`src/rtl/ip_stack_pkg.sv`:
```
// ip_stack_pkg: definitions shared by the IP TX arbitration logic.
//   - IP protocol numbers driven on ip_send_type
//   - arbiter state encoding and source identifiers
//   - default AXIS widths of the TX payload path
package ip_stack_pkg;

  localparam int AXIS_DATA_W = 64;
  localparam int AXIS_KEEP_W = AXIS_DATA_W / 8;

  localparam logic [7:0] IP_PROTO_UDP  = 8'h11;
  localparam logic [7:0] IP_PROTO_ICMP = 8'h01;

  typedef enum logic [1:0] {
    IDLE      = 2'd0,
    PASS      = 2'd1,
    WAIT_DONE = 2'd2
  } arb_state_e;

  typedef enum logic {
    SRC_UDP  = 1'b0,
    SRC_ICMP = 1'b1
  } arb_src_e;

endpackage

```
`src/rtl/ip_tx_rr_pick.sv`:
```
// ip_tx_rr_pick: 2-way round-robin / priority picker.
// Ports:
//   req_i        [1:0] requests, bit 0 = UDP, bit 1 = ICMP
//   last_grant_i       source that completed the previous packet
//   prio_i             1 = ICMP wins every tie, 0 = round-robin
//   gnt_o        [1:0] one-hot grant (all zero when nothing requests)
module ip_tx_rr_pick
  import ip_stack_pkg::*;
(
  input  logic [1:0] req_i,
  input  arb_src_e   last_grant_i,
  input  logic       prio_i,
  output logic [1:0] gnt_o
);

  // Grant selection; on a tie the source that did not go last wins unless ICMP has priority.
  always_comb begin
    gnt_o = 2'b00;
    case (req_i)
      2'b01: gnt_o = 2'b01;
      2'b10: gnt_o = 2'b10;
      2'b11: begin
        if (prio_i) begin
          gnt_o = 2'b10;
        end else if (last_grant_i == SRC_ICMP) begin
          gnt_o = 2'b01;
        end else begin
          gnt_o = 2'b10;
        end
      end
      default: gnt_o = 2'b00;
    endcase
  end

endmodule

```
`src/rtl/ip_tx_arbiter.sv`:
```
// ip_tx_arbiter: packet-level arbiter sharing the us_ip_tx payload path between
// the UDP TX and ICMP TX streams. The granted stream is muxed straight through
// (no added latency); ip_send_type and the grant are held until us_ip_tx
// reports the frame done (or the done timeout expires).
// Ports:
//   tx_axis_aclk / tx_axis_areset    clock, synchronous active-high reset
//   udp_tx_axis_*  / icmp_tx_axis_*  upstream AXIS sources (tready out)
//   ip_tx_axis_*                     AXIS towards us_ip_tx (tready in)
//   ip_send_type                     protocol number of the granted source
//   ip_tx_done                       us_ip_tx end-of-frame pulse
//   grant_udp / grant_icmp           registered grant flags
//   timeout_err                      one-cycle pulse on forced release
module ip_tx_arbiter
  import ip_stack_pkg::*;
#(
  parameter int         DATA_W        = AXIS_DATA_W,
  parameter int         KEEP_W        = AXIS_KEEP_W,
  parameter logic [7:0] UDP_TYPE      = IP_PROTO_UDP,
  parameter logic [7:0] ICMP_TYPE     = IP_PROTO_ICMP,
  parameter int         ICMP_PRIORITY = 0,
  parameter int         DONE_TIMEOUT  = 1024
) (
  input  logic              tx_axis_aclk,
  input  logic              tx_axis_areset,
  input  logic [DATA_W-1:0] udp_tx_axis_tdata,
  input  logic [KEEP_W-1:0] udp_tx_axis_tkeep,
  input  logic              udp_tx_axis_tvalid,
  input  logic              udp_tx_axis_tlast,
  output logic              udp_tx_axis_tready,
  input  logic [DATA_W-1:0] icmp_tx_axis_tdata,
  input  logic [KEEP_W-1:0] icmp_tx_axis_tkeep,
  input  logic              icmp_tx_axis_tvalid,
  input  logic              icmp_tx_axis_tlast,
  output logic              icmp_tx_axis_tready,
  output logic [DATA_W-1:0] ip_tx_axis_tdata,
  output logic [KEEP_W-1:0] ip_tx_axis_tkeep,
  output logic              ip_tx_axis_tvalid,
  output logic              ip_tx_axis_tlast,
  input  logic              ip_tx_axis_tready,
  output logic [7:0]        ip_send_type,
  input  logic              ip_tx_done,
  output logic              grant_udp,
  output logic              grant_icmp,
  output logic              timeout_err
);

  // With DONE_TIMEOUT = 0 the counter only saturates and never forces a release.
  localparam int             CNT_W    = (DONE_TIMEOUT > 0) ? $clog2(DONE_TIMEOUT + 1) : 1;
  localparam bit             TO_EN    = (DONE_TIMEOUT != 0);
  localparam logic [CNT_W-1:0] CNT_LAST = (DONE_TIMEOUT > 0) ? CNT_W'(DONE_TIMEOUT - 1) : '0;
  localparam logic [CNT_W-1:0] CNT_MAX  = '1;

  arb_state_e       state_q, state_d;
  arb_src_e         last_grant_q, last_grant_d;
  logic             gnt_udp_q, gnt_udp_d;
  logic             gnt_icmp_q, gnt_icmp_d;
  logic [7:0]       send_type_q, send_type_d;
  logic             timeout_err_q, timeout_err_d;
  logic [CNT_W-1:0] cnt_q, cnt_d;

  logic [1:0] pick_gnt;
  logic       in_pass;
  logic       hs_last;

  ip_tx_rr_pick u_pick (
    .req_i        ({icmp_tx_axis_tvalid, udp_tx_axis_tvalid}),
    .last_grant_i (last_grant_q),
    .prio_i       (ICMP_PRIORITY != 0),
    .gnt_o        (pick_gnt)
  );

  assign in_pass = (state_q == PASS);
  assign hs_last = ip_tx_axis_tvalid & ip_tx_axis_tready & ip_tx_axis_tlast;

  // Datapath mux: the granted source is connected straight through only while in PASS.
  always_comb begin
    ip_tx_axis_tdata    = udp_tx_axis_tdata;
    ip_tx_axis_tkeep    = udp_tx_axis_tkeep;
    ip_tx_axis_tlast    = udp_tx_axis_tlast;
    ip_tx_axis_tvalid   = 1'b0;
    udp_tx_axis_tready  = 1'b0;
    icmp_tx_axis_tready = 1'b0;
    if (in_pass && gnt_icmp_q) begin
      ip_tx_axis_tdata    = icmp_tx_axis_tdata;
      ip_tx_axis_tkeep    = icmp_tx_axis_tkeep;
      ip_tx_axis_tlast    = icmp_tx_axis_tlast;
      ip_tx_axis_tvalid   = icmp_tx_axis_tvalid;
      icmp_tx_axis_tready = ip_tx_axis_tready;
    end else if (in_pass && gnt_udp_q) begin
      ip_tx_axis_tvalid  = udp_tx_axis_tvalid;
      udp_tx_axis_tready = ip_tx_axis_tready;
    end else begin
      ip_tx_axis_tvalid = 1'b0;
    end
  end

  // Next-state logic: arbitrate in IDLE, stream in PASS, wait for frame completion in WAIT_DONE.
  always_comb begin
    state_d       = state_q;
    last_grant_d  = last_grant_q;
    gnt_udp_d     = gnt_udp_q;
    gnt_icmp_d    = gnt_icmp_q;
    send_type_d   = send_type_q;
    timeout_err_d = 1'b0;
    cnt_d         = cnt_q;
    case (state_q)
      IDLE: begin
        cnt_d = '0;
        if (pick_gnt != 2'b00) begin
          gnt_udp_d   = pick_gnt[0];
          gnt_icmp_d  = pick_gnt[1];
          send_type_d = pick_gnt[1] ? ICMP_TYPE : UDP_TYPE;
          state_d     = PASS;
        end else begin
          gnt_udp_d  = 1'b0;
          gnt_icmp_d = 1'b0;
        end
      end
      PASS: begin
        cnt_d = '0;
        // A done pulse before the last beat belongs to an earlier frame and is ignored.
        if (hs_last) begin
          last_grant_d = gnt_icmp_q ? SRC_ICMP : SRC_UDP;
          if (ip_tx_done) begin
            gnt_udp_d  = 1'b0;
            gnt_icmp_d = 1'b0;
            state_d    = IDLE;
          end else begin
            state_d = WAIT_DONE;
          end
        end else begin
          state_d = PASS;
        end
      end
      WAIT_DONE: begin
        // Done wins over a coinciding timeout.
        if (ip_tx_done) begin
          gnt_udp_d  = 1'b0;
          gnt_icmp_d = 1'b0;
          cnt_d      = '0;
          state_d    = IDLE;
        end else if (TO_EN && (cnt_q == CNT_LAST)) begin
          gnt_udp_d     = 1'b0;
          gnt_icmp_d    = 1'b0;
          cnt_d         = '0;
          timeout_err_d = 1'b1;
          state_d       = IDLE;
        end else if (cnt_q != CNT_MAX) begin
          cnt_d = cnt_q + CNT_W'(1);
        end else begin
          cnt_d = cnt_q;
        end
      end
      default: begin
        gnt_udp_d  = 1'b0;
        gnt_icmp_d = 1'b0;
        cnt_d      = '0;
        state_d    = IDLE;
      end
    endcase
  end

  // State and control registers with synchronous reset.
  always_ff @(posedge tx_axis_aclk) begin
    if (tx_axis_areset) begin
      state_q       <= IDLE;
      last_grant_q  <= SRC_ICMP;
      gnt_udp_q     <= 1'b0;
      gnt_icmp_q    <= 1'b0;
      send_type_q   <= UDP_TYPE;
      timeout_err_q <= 1'b0;
      cnt_q         <= '0;
    end else begin
      state_q       <= state_d;
      last_grant_q  <= last_grant_d;
      gnt_udp_q     <= gnt_udp_d;
      gnt_icmp_q    <= gnt_icmp_d;
      send_type_q   <= send_type_d;
      timeout_err_q <= timeout_err_d;
      cnt_q         <= cnt_d;
    end
  end

  assign ip_send_type = send_type_q;
  assign grant_udp    = gnt_udp_q;
  assign grant_icmp   = gnt_icmp_q;
  assign timeout_err  = timeout_err_q;

endmodule

```
`config.mk`:
```
export PLATFORM = sky130hd
export DESIGN_NAME = ip_tx_arbiter
export DESIGN_NICKNAME = d
export VERILOG_FILES = /design/src/rtl/ip_stack_pkg.sv /design/src/rtl/ip_tx_rr_pick.sv /design/src/rtl/ip_tx_arbiter.sv
export SDC_FILE = /design/constraint.sdc
export NUM_CORES = 1
export LEC_CHECK = 0
export ABC_AREA = 1
export CORE_ASPECT_RATIO = 0.75
export CORE_MARGIN = 5
export CORE_UTILIZATION = 30
export CTS_BUF_LIST = sky130_fd_sc_hd__clkbuf_4 sky130_fd_sc_hd__clkbuf_8 sky130_fd_sc_hd__clkbuf_16
export CTS_CLUSTER_DIAMETER = 120
export DETAILED_ROUTE_END_ITERATION = 7
export PLACE_DENSITY = 0.87
export SYNTH_ARGS = -nofsm -noshare
export SYNTH_HDL_FRONTEND = slang
export SYNTH_HIERARCHICAL = 1
export SYNTH_SLANG_ARGS = --single-unit
export TNS_END_PERCENT = 1
```
`constraint.sdc`:
```
create_clock -name tx_axis_aclk -period 2.5 [get_ports tx_axis_aclk]
set_input_delay 0.5 -clock tx_axis_aclk [delete_from_list [all_inputs] [get_ports tx_axis_aclk]]
set_output_delay 0.5 -clock tx_axis_aclk [all_outputs]
set_load 0.01 [all_outputs]
```
==> Word-level counts from Yosys, hierarchy flattened <==
Cells that the tools add are included.
{ "word_totals": {"register_bits": 25, "input_bits": 152, "out_inout_bits": 87, "elab_cells": 59} }
{ "op_classes": {"addsub": 1, "eq_ne": 11, "muxes": 27, "bitwise": 3, "reduce_logical": 10} }
{ "ops": {"columns": ["cell", "count"], "rows": [
  ["two-way mux 64 bit", 1],
  ["two-way mux 1 bit", 14],
  ["two-way mux 2 bit", 6],
  ["one-hot mux 2 bit (3 select lines)", 2],
  ["adder 11 x 1 -> 11 bit, second input constant", 1],
  ["== test 11 x 10 -> 1 bit, second input constant", 1],
  ["!= test 11 bit, second input constant", 1],
  ["two-way mux 8 bit", 1],
  ["== test 2 bit, second input constant", 3],
  ["one-hot mux 1 bit (3 select lines)", 2],
  ["AND reduction 2 bit", 3],
  ["two-way mux 5 bit", 1],
  ["== test 2 x 1 -> 1 bit, second input constant", 2],
  ["!= test 2 bit, second input constant", 2],
  ["OR reduction 4 bit", 1],
  ["!= test 3 bit, second input constant", 1],
  ["AND reduction 3 bit", 1],
  ["OR reduction 3 bit", 1],
  ["bitwise AND 1 bit", 2],
  ["logical AND 1 bit", 2],
  ["logical NOT 2 bit", 1],
  ["!= test 2 x 1 -> 1 bit, second input constant", 1],
  ["nonzero test 2 bit", 1],
  ["NOT 1 bit", 1]
]} }

==> Longest topological paths before layout <==
Gate-level depths: netlist of run 1.
{ "logic_depth": {"word_depth": 8, "depth_mapped": 10} }

==> Hierarchy <==
The synthesis of run 1 kept the hierarchy.
{ "by_module_without_submodules": {"columns": ["mod", "n_inst", "cells_per_inst", "area_each_um2", "seq_area_each_um2"], "rows": [
  ["ip_tx_arbiter", 1, 203, 2064.5, 360.3],
  ["ip_tx_rr_pick", 1, 14, 55.1, 0.0]
]} }

==> Worst setup path before layout of run 1 <==
OpenSTA, ideal clock, no wires.
{ "synth_timing": {"path_kind": "register to output", "start": "reg gnt_icmp_q, in the netlist grant_icmp", "end": "out ip_tx_axis_tdata[0]", "t_arrival_ps": 1198, "required_ps": 2000, "setup_slack_ps": 802, "stages_incl_launch_ff": 5, "cell_sequence": "dfxtp_1 -> nand3_2 -> buf_6 -> buf_6 -> mux2_4"} }
{ "synth_between": {"elab_chain_len": 2} }
{ "synth_rtl": {"columns": ["item", "line_no", "rtl"], "rows": [
  ["start: declaration", "ip_tx_arbiter.sv:56", "logic gnt_icmp_q, gnt_icmp_d;"],
  ["start signal: assignment", "ip_tx_arbiter.sv:177", "gnt_icmp_q <= gnt_icmp_d;"],
  ["logical AND 1 bit", "ip_tx_arbiter.sv:83", "if (in_pass && gnt_icmp_q) begin"],
  ["two-way mux 64 bit", "ip_tx_arbiter.sv:83", null],
  ["end: declaration", "ip_tx_arbiter.sv:35", "output logic [DATA_W-1:0] ip_tx_axis_tdata,"]
]} }
No other way between the ends.

==> Worst setup path after layout of run 1 <==
{ "layout_timing": {"start": "reg state_q[1]", "end": "out ip_tx_axis_tkeep[6]"} }
{ "layout_between": {"elab_chain_len": 3} }
{ "layout_rtl": {"columns": ["item", "line_no", "rtl"], "rows": [
  ["start: declaration", "ip_tx_arbiter.sv:53", "arb_state_e state_q, state_d;"],
  ["start signal: assignment", "ip_tx_arbiter.sv:174", "state_q <= state_d;"],
  ["== test 2 x 1 -> 1 bit", "ip_tx_arbiter.sv:72", "assign in_pass = (state_q == PASS);"],
  ["logical AND 1 bit", "ip_tx_arbiter.sv:83", null],
  ["two-way mux 8 bit", "ip_tx_arbiter.sv:83", null],
  ["end: declaration", "ip_tx_arbiter.sv:36", "output logic [KEEP_W-1:0] ip_tx_axis_tkeep,"]
]} }
No other way between the ends.

==> impl_metrics.tcl, run 1 <==
set metrics [dict create \
    yosys.cell_count.top_type "mux2_4" \
    ctsRootBufferMaster "clkbuf_8" \
    ant_nets 0 \
    p_sw_share_pct 26.06 \
    worstRegToRegCells 10 \
    r2r-start "cnt_q[0]$_SDFFE_PP0P_" \
    setup_violations 0 \
    firstDrtPassIters 4 \
    async_flop_share_pct 0 \
    tns_ps 0 \
    netlist_area_um2 2120 \
    num-nets-final 602 \
    arrival_ps 1920 \
    synth_edf_count 0 \
    synth_ff_type "dfxtp_1" \
    ir_drop_mv 0.1868 \
    syn_inst 217 \
    drive_above_1_share_pct 21.43 \
    hold_path_class "reg2reg" \
    grt_overflow 0 \
    die_y_um 82.80 \
    worstHoldStart "ip_send_type[4]$_SDFFE_PP1P_" \
    start_kind "flop" \
    syn_area_per_cell_um2 9.767 \
    skew_ps 1.127 \
    ys_types 30 \
    p_int_mw 0.9259 \
    routed_wl_mm 10.89 \
    required_ps 2000 \
    ys_top_cells_by_area "mux2_4 41%, dfxtp_1 17%, mux2_2 7.4%" \
    max_stage_delay_ps 520 \
    seq_area_frac_synth_pct 17.00 \
    yosys_warnings 6 \
    r2r-end "cnt_q[5]$_SDFFE_PP0P_" \
    timing.final.max_slew_violations 0 \
    rrSetupSlack_ps 900 \
    maxCapViolCount 0 \
    outcome "finished, final reports clean" \
    slowest_stage "clkdlybuf4s50_1" \
    crit_path_end_kind "primary output" \
    grt_max_degree 32 \
    hold_ws_ps 506.8 \
    clkTransAtPathRegs_ps 70 \
    clk_latency_ps 250 \
    num_rows 26 \
    p_leak_nw 2.059 \
    port_buffers 231 \
    hold_viol_final 0 \
    syn2layout_area_growth_pct 115.5 \
    grt_pass1_wl_mm 14.59 \
    whs_path_depth 2 \
    post_cts_buffers 0 \
    vias 2460 \
    crit_family "buffers and inverters" \
    pwr-share-clk_pct 18.8 \
    initial_utilization_pct 31.03 \
    hold_end "ip_send_type[4]$_SDFFE_PP1P_" \
    hold_buffers 0 \
    synth-seq-cells 18 \
    fp.dieArea_um2 8864 \
    rsz0062_at_grt "false" \
    wl_per_cell_um 20.40 \
    grt_use_total_pct 21.68 \
    pwr_density_cell_nw_per_um2 274.2 \
    fmax_mhz 413.1 \
    cp_cell_sequence "inv_1 -> nand3_4 -> buf_12 -> mux2_4 -> clkdlybuf4s50_1" \
    dieWidth_um 107.1 \
    critPathKind "reg2out" \
    drtIter0Drc 103 \
    pwr-share-comb_pct 57.0 \
    cts_tree "built" \
    p_seq_share_pct 24.2 \
    crit_path_max_fanout 31 \
    place_congestion 0.8313 \
    synth_top_area_share_pct 41.09 \
    clk_path_buf_depth 2 \
    fin_crit_sh_pct 96.83 \
    core_area_um2 6832 \
    cts_htree_levels 1 \
    switchingPower_mw 0.3264 \
    cts_buffers 3 \
    fin_crit_ps 2421 \
    path_buf_inv 3 \
    vias_per_cell 4.607 \
    synth_common_cells "58 x mux2_4, 24 x nand2_1, 21 x inv_1, 18 x dfxtp_1, 16 x nor2_1" \
    synth_top_area_cell "mux2_4" \
    cts.sinks 18 \
    grt_pass1_vias 2562 \
    antenna_found_initial 1 \
    hpwl_mm 9.717 \
    drc 0 \
    ioPinCount 239 \
]
[layer usage]
| layer | vias to the layer above | global-route usage [%] | wire length (µm) |
|---|---|---|---|
| met1 | 1116 | 21.22 | 3638 |
| met5 | - | 0 | 0 |
| met2 | 138 | 44.44 | 6037 |
| li1 | 1190 | - | - |
| met4 | 0 | 6.513 | 316 |
| met3 | 16 | 6.265 | 899 |
[power groups by stage]
stage               registers [mW]  clock network, mW  logic (mW)
floorplan                    0.308                  0       0.262
global placement             0.308                  0       0.701
detailed placement           0.309                  0       0.713
CTS                          0.302              0.234       0.717
global route                 0.303              0.248       0.750
finish                       0.303              0.236       0.714
[flip-flops by register name, summed over array words and instances (netlist names)]
signal and cells:
grant_icmp 1, ip_send_type 1, last_grant_q 1, timeout_err 1, cnt_q 11, grant_udp 1, state_q 2
[worst max path at each step]
stage / start / end / slack (ps) / cells after the start
after floorplan: grant_icmp$_SDFFE_PP0P_ / ip_tx_axis_tdata[0] / 800 / 4
after global placement: ip_tx_axis_tready / udp_tx_axis_tready / 140 / 4
after detailed placement: ip_tx_axis_tready / udp_tx_axis_tready / 140 / 4
after CTS: grant_icmp$_SDFFE_PP0P_ / ip_tx_axis_tdata[9] / 7 / 4
after global routing: state_q[0]$_SDFFE_PP0P_ / udp_tx_axis_tready / 10 / 5
final: state_q[1]$_SDFFE_PP0P_ / ip_tx_axis_tkeep[6] / 80 / 5
[tightest hold or removal path, stage by stage (launching register included)]
cell,delay (ps)
dfxtp_1,350
nand2_1,60
o211ai_1,70
[metrics by stage]
stage / std cells / setup WS, ps / utilization [%] / cell area (µm²) / power, mW
finish: 534 / 79.17 / 66.85 / 4567 / 1.252
global route: 534 / 11.93 / 66.85 / 4567 / 1.301
CTS: 532 / 7.238 / 66.70 / 4557 / 1.253
detailed placement: 528 / 136.9 / 65.90 / 4502 / 1.021
global placement: 528 / 135.0 / 65.90 / 4502 / 1.009
floorplan: 224 / 802.1 / - / 2146 / 0.5701
[timing repair]
action,4_1_cts,5_1_grt
resized for setup,0,3
endpoints found under the hold margin,0,0
endpoints found under the setup margin,0,29
[cells in the final DEF (no fill, tap or decap), types with 2 or more instances in the layout]
master | Yosys | final
nand2_4 | 2 | 2
xor2_1 | 2 | 2
diode_2 | 0 | 2
mux2_4 | 58 | 58
conb_1 | 2 | 9
nor2_2 | 2 | 2
nand4_1 | 2 | 2
a21oi_1 | 7 | 7
clkbuf_8 | 0 | 4
dfxtp_1 | 18 | 16
clkdlybuf4s50_1 | 0 | 230
dfxtp_2 | 0 | 2
xnor2_1 | 5 | 5
o21ai_0 | 3 | 3
nand2_1 | 24 | 24
mux2_2 | 14 | 14
inv_1 | 21 | 21
o211ai_1 | 2 | 2
nor2_1 | 16 | 16
buf_12 | 0 | 3
nand3_2 | 5 | 4
nor4_1 | 2 | 2
nand3_1 | 8 | 8
[logic make-up (layout without fill, tap and decap cells)]
family	after synthesis	after routing	share of synthesized area, %
simple gates	66	66	16.59
xor+xnor	7	7	2.893
flops	18	18	17.00
fa+ha+maj	1	1	0.5902
mux	72	72	48.52
other cells	2	11	0.3543
buf+inv	37	261	10.33
compound gates	14	14	3.719
[area by class of cell]
| cell class | count | area (µm²) |
|---|---|---|
| well taps | 84 | 105.1 |
| multi-input cells | 169 | 1574 |
| inverters | 22 | 82.58 |
| repair buffers | 235 | 2382 |
| fillers | 544 | 2265 |
| clock buffers | 4 | 55.05 |
| flip-flops and latches | 18 | 362.8 |
| diodes | 2 | 5.005 |
(Power assumes the default switching activity.)
==> run 2: changes to the inputs <==
- CORE_ASPECT_RATIO: 0.75 -> not set
==> impl_metrics.tcl, run 2 (synthesis results as in run 1) <==
set metrics [dict create \
    port_buffers 231 \
    skew_ps 2.986 \
    maxCapViolCount 0 \
    cts.sinks 18 \
    layout_common_cells "225 x clkdlybuf4s50_1, 58 x mux2_4, 24 x nand2_1" \
    grt_pass1_wl_mm 14.51 \
    globalRoute.busiestLayer "met2" \
    crit_path_end_kind "primary output" \
    cts_tree "built" \
    core_area_um2 6832 \
    final-instance-count-excl-fill 547 \
    critPathKind "reg2out" \
    rrSetupSlack_ps 920 \
    largest-register "cnt_q" \
    clk_latency_ps 250 \
    top_regs "cnt_q (11), state_q (2)" \
    dp.cells 542 \
    drive_above_1_share_pct 21.73 \
    r2r-start "cnt_q[0]$_SDFFE_PP0P_" \
    grtUsageMet3_pct 6.811 \
    grt_max_degree 34 \
    num-nets-final 606 \
    path_buf_inv 3 \
    worstRegToRegCells 10 \
    firstDrtPassIters 4 \
    fin_crit_sh_pct 96.18 \
    largest_reg_flops 11 \
    drc 0 \
    grt_use_total_pct 21.33 \
    drtIter0Drc 51 \
    ioPinCount 239 \
    setup_violations 0 \
    crit_family "buffers and inverters" \
    rsz0062_at_grt "false" \
    ir_drop_mv 0.2832 \
    grt_pass1_vias 2526 \
    pwr_density_cell_nw_per_um2 262.9 \
    clk_path_buf_depth 2 \
    r2r-end "cnt_q[5]$_SDFFE_PP0P_" \
    ctsRootBufferMaster "clkbuf_8" \
    hold_buffers 0 \
    routed_wl_mm 10.37 \
    diodes 0 \
    start_kind "flop" \
    p_leak_nw 2.117 \
    fin_crit_ps 2405 \
    antenna_found_initial 0 \
    num_rows 30 \
    tns_ps 0 \
    syn2layout_area_growth_pct 116.6 \
    cts_htree_levels 1 \
    grt_overflow 0 \
    clkTransAtPathRegs_ps 60 \
    outcome "finished, final reports clean" \
    whs_path_depth 2 \
    slowest_stage "clkdlybuf4s50_1" \
    die_y_um 94.06 \
    fmax_mhz 415.9 \
    place_congestion 0.8780 \
    gr-usage-met2_pct 41.45 \
    vias 2422 \
    hpwl_mm 9.276 \
    required_ps 2000 \
    cp_cell_sequence "inv_1 -> nand3_4 -> buf_16 -> mux2_4 -> clkdlybuf4s50_1" \
    layout_commonest_cell "clkdlybuf4s50_1" \
    hold_path_class "reg2reg" \
    max_stage_delay_ps 490 \
    fp.dieArea_um2 8846 \
    ant_nets 0 \
    worstHoldStart "ip_send_type[4]$_SDFFE_PP1P_" \
    wl_per_cell_um 18.95 \
    hold_viol_final 0 \
    dieWidth_um 94.06 \
    initial_utilization_pct 31.03 \
    crit_path_max_fanout 33 \
    vias_per_cell 4.428 \
    cts_buffers 3 \
    hold_end "ip_send_type[4]$_SDFFE_PP1P_" \
    timing.final.max_slew_violations 0 \
    use_met1_pct 21.83 \
    arrival_ps 1900 \
]
==> run 2: timing repair <==
action | CTS | global route
setup endpoints to repair | 59 | 43
gates resized for setup | 2 | 7
setup buffers | 2 | 0
==> run 2: power breakdown <==
group	switching, mW	leakage (nW)	internal, mW
logic	0.220	1.95	0.493
clock network	0.0871	0.0216	0.107
registers	0.00639	0.146	0.294
total	0.313	2.12	0.894
==> run 2: area by class of cell <==
| class | count | area, µm² |
|---|---|---|
| well taps | 96 | 120.1 |
| multi-input cells | 169 | 1574 |
| clock buffers | 3 | 41.29 |
| flip-flops and latches | 18 | 361.6 |
| fillers | 573 | 2241 |
| inverters | 22 | 82.58 |
| repair buffers | 239 | 2411 |
==> run 2: worst max path at each step <==
stage / slack [ps] / cells after the start / end / from
floorplan: 800 / 4 / ip_tx_axis_tdata[0] / grant_icmp$_SDFFE_PP0P_
detailed placement: 50 / 4 / udp_tx_axis_tready / ip_tx_axis_tready
finish: 100 / 5 / ip_tx_axis_tdata[52] / state_q[1]$_SDFFE_PP0P_
global placement: 80 / 4 / udp_tx_axis_tready / ip_tx_axis_tready
global route: 20 / 5 / ip_tx_axis_tdata[22] / state_q[1]$_SDFFE_PP0P_
CTS: 20 / 5 / ip_tx_axis_tdata[7] / state_q[1]$_SDFFE_PP0P_
==> run 2: worst reg2reg max path, cell delays in order (launching register included) <==
cell and delay [ps]:
dfxtp_1 370, ha_1 220, nand3_2 130, nor2_4 200, nand3_2 120, nand2_2 90
inv_2 50, nand2_4 110, inv_1 60, o21ai_0 70, inv_1 50
==> run 2: metrics by stage <==
step                power [mW]  setup slack (ps)  cell area (µm²)  util (%)  hold WS (ps)
finish                   1.207             95.40             4591     67.20         487.3
detailed placement       1.020             48.70             4507     65.97         473.1
CTS                      1.222             24.54             4574     66.96         490.1
floorplan               0.5701             802.1             2146         -         468.1
global placement         1.005             84.50             4507     65.97         459.4
global route             1.263             20.15             4591     67.20         523.5
==> run 2: routing by layer <==
metal / vias to the layer above / wire length [µm]
li1: 1189 / -
met1: 1117 / 3596
met2: 102 / 5612
met3: 14 / 981
met4: 0 / 177
met5: - / 0
==> run 3: changes to the inputs <==
- clock period: 2.5 -> 3.1 ns (I/O delays scaled with it)
==> impl_metrics.tcl, run 3 (synthesis results as in run 1) <==
set metrics [dict create \
    timing.final.max_slew_violations 0 \
    cts_tree "built" \
    p_leak_nw 2.020 \
    critPathKind "in2out" \
    firstDrtPassIters 4 \
    crit_path_end_kind "primary output" \
    antenna_found_initial 0 \
    ant_nets 0 \
    post_cts_buffers 0 \
    use_met1_pct 22.63 \
    top_regs "cnt_q (11), state_q (2)" \
    vias_per_cell 4.462 \
    clk_latency_ps 250 \
    grt_max_degree 48 \
    preCtsSetupSlack_ps 410.1 \
    power.total_mw 0.9650 \
    rrSetupSlack_ps 1480 \
    drive_above_1_share_pct 20.45 \
    num-nets-final 600 \
    core_area_um2 6832 \
    post-route-worst-setup-slack_ps 386.6 \
    grtUsageMet3_pct 6.490 \
    drtIter0Drc 58 \
    vias 2414 \
    postCtsResizedCells 0 \
    final-instance-count-excl-fill 541 \
    outcome "finished, final reports clean" \
    globalRoute.busiestLayer "met2" \
    num_rows 30 \
    cts.sinks 18 \
    cts_buffers 3 \
    crit_path_max_fanout 3 \
    worstHoldStart "ip_send_type[4]$_SDFFE_PP1P_" \
    layout_common_cells "231 x clkdlybuf4s50_1, 58 x mux2_4, 24 x nand2_1" \
    tns_ps 0 \
    fin_crit_sh_pct 87.53 \
    switchingPower_mw 0.2492 \
    grt_pass1_vias 2541 \
    ioPinCount 239 \
    syn2layout_area_growth_pct 113.2 \
    place_congestion 0.8599 \
    routed_wl_mm 10.09 \
    final_util_pct 66.14 \
    skew_ps 1.439 \
    hold_buffers 0 \
    pwr_density_cell_nw_per_um2 213.6 \
    p_sw_share_pct 25.82 \
    hpwl_mm 9.038 \
    fin_crit_ps 2713 \
    cts_htree_levels 1 \
    pwr-share-clk_pct 16.4 \
    diodes 0 \
    grt_pass1_wl_mm 14.26 \
    hold_path_class "reg2reg" \
    grt_use_total_pct 21.24 \
    fp.dieArea_um2 8846 \
    ir_drop_mv 0.2736 \
    arrival_ps 2090 \
    largest-register "cnt_q" \
    hold_viol_final 0 \
    maxCapViolCount 0 \
    ctsRootBufferMaster "clkbuf_8" \
    p_seq_share_pct 25.3 \
    clkTransAtPathRegs_ps 60 \
    port_buffers 231 \
    dp.cells 538 \
    drc 0 \
    largest_reg_flops 11 \
    start_kind "input pin" \
    required_ps 2480 \
    p_int_mw 0.7159 \
    setup_violations 0 \
    wl_per_cell_um 18.65 \
    fmax_mhz 368.5 \
    startpoint "ip_tx_axis_tready" \
    clk_path_buf_depth 2 \
    initial_utilization_pct 31.03 \
    grt_overflow 0 \
    pwr-share-comb_pct 58.3 \
    r2r-start "state_q[1]$_SDFFE_PP0P_" \
    dieWidth_um 94.06 \
    rsz0062_at_grt "false" \
    die_y_um 94.06 \
    gr-usage-met2_pct 39.50 \
    layout_commonest_cell "clkdlybuf4s50_1" \
]
run 3: changes by cell type in the layout (fill, tap and decap cells not counted), sizes merged:
cell,previous run,this run
buf,8,2
clkdlybuf4s50,225,231
dlymetal6s2s,6,0
run 3: cell type report:
cell class	instances	area, µm²
well taps	96	120.1
multi-input cells	169	1574
fillers	575	2313
clock buffers	3	41.29
flip-flops and latches	18	360.3
repair buffers	233	2340
inverters	22	82.58
run 3: metrics by stage:
stage / instance area (µm²) / hold slack (ps)
floorplan: 2146 / 468.1
global placement: 4477 / 459.7
detailed placement: 4477 / 486.3
CTS: 4518 / 497.3
global route: 4518 / 530.5
finish: 4518 / 491.0
run 3: power by group through the flow:
stage,Combinational [mW],Clock (mW),Sequential (mW)
4_1_cts,0.568,0.164,0.244
3_5_place_dp,0.565,0,0.249
3_3_place_gp,0.557,0,0.249
6_report,0.562,0.159,0.244
2_1_floorplan,0.211,0,0.248
5_1_grt,0.592,0.177,0.245
run 3: layer usage:
layer,vias up,share of wire (%)
met5,-,0
met4,0,2.7
met1,1105,35
met3,17,9.0
li1,1181,-
met2,111,53
run 3: path summary, 6_finish.rpt:
check / end / cells past startpoint
worst min-delay path: ip_send_type[4]$_SDFFE_PP1P_ / 2
worst max register to register: grant_icmp$_SDFFE_PP0P_ / 8
worst min register to register: ip_send_type[4]$_SDFFE_PP1P_ / 2
worst max-delay path: udp_tx_axis_tready / 4
run 3: critical path: stages:
cell,delay (ps)
clkdlybuf4s50_1,510
inv_1,80
nor4_1,280
clkdlybuf4s50_1,600
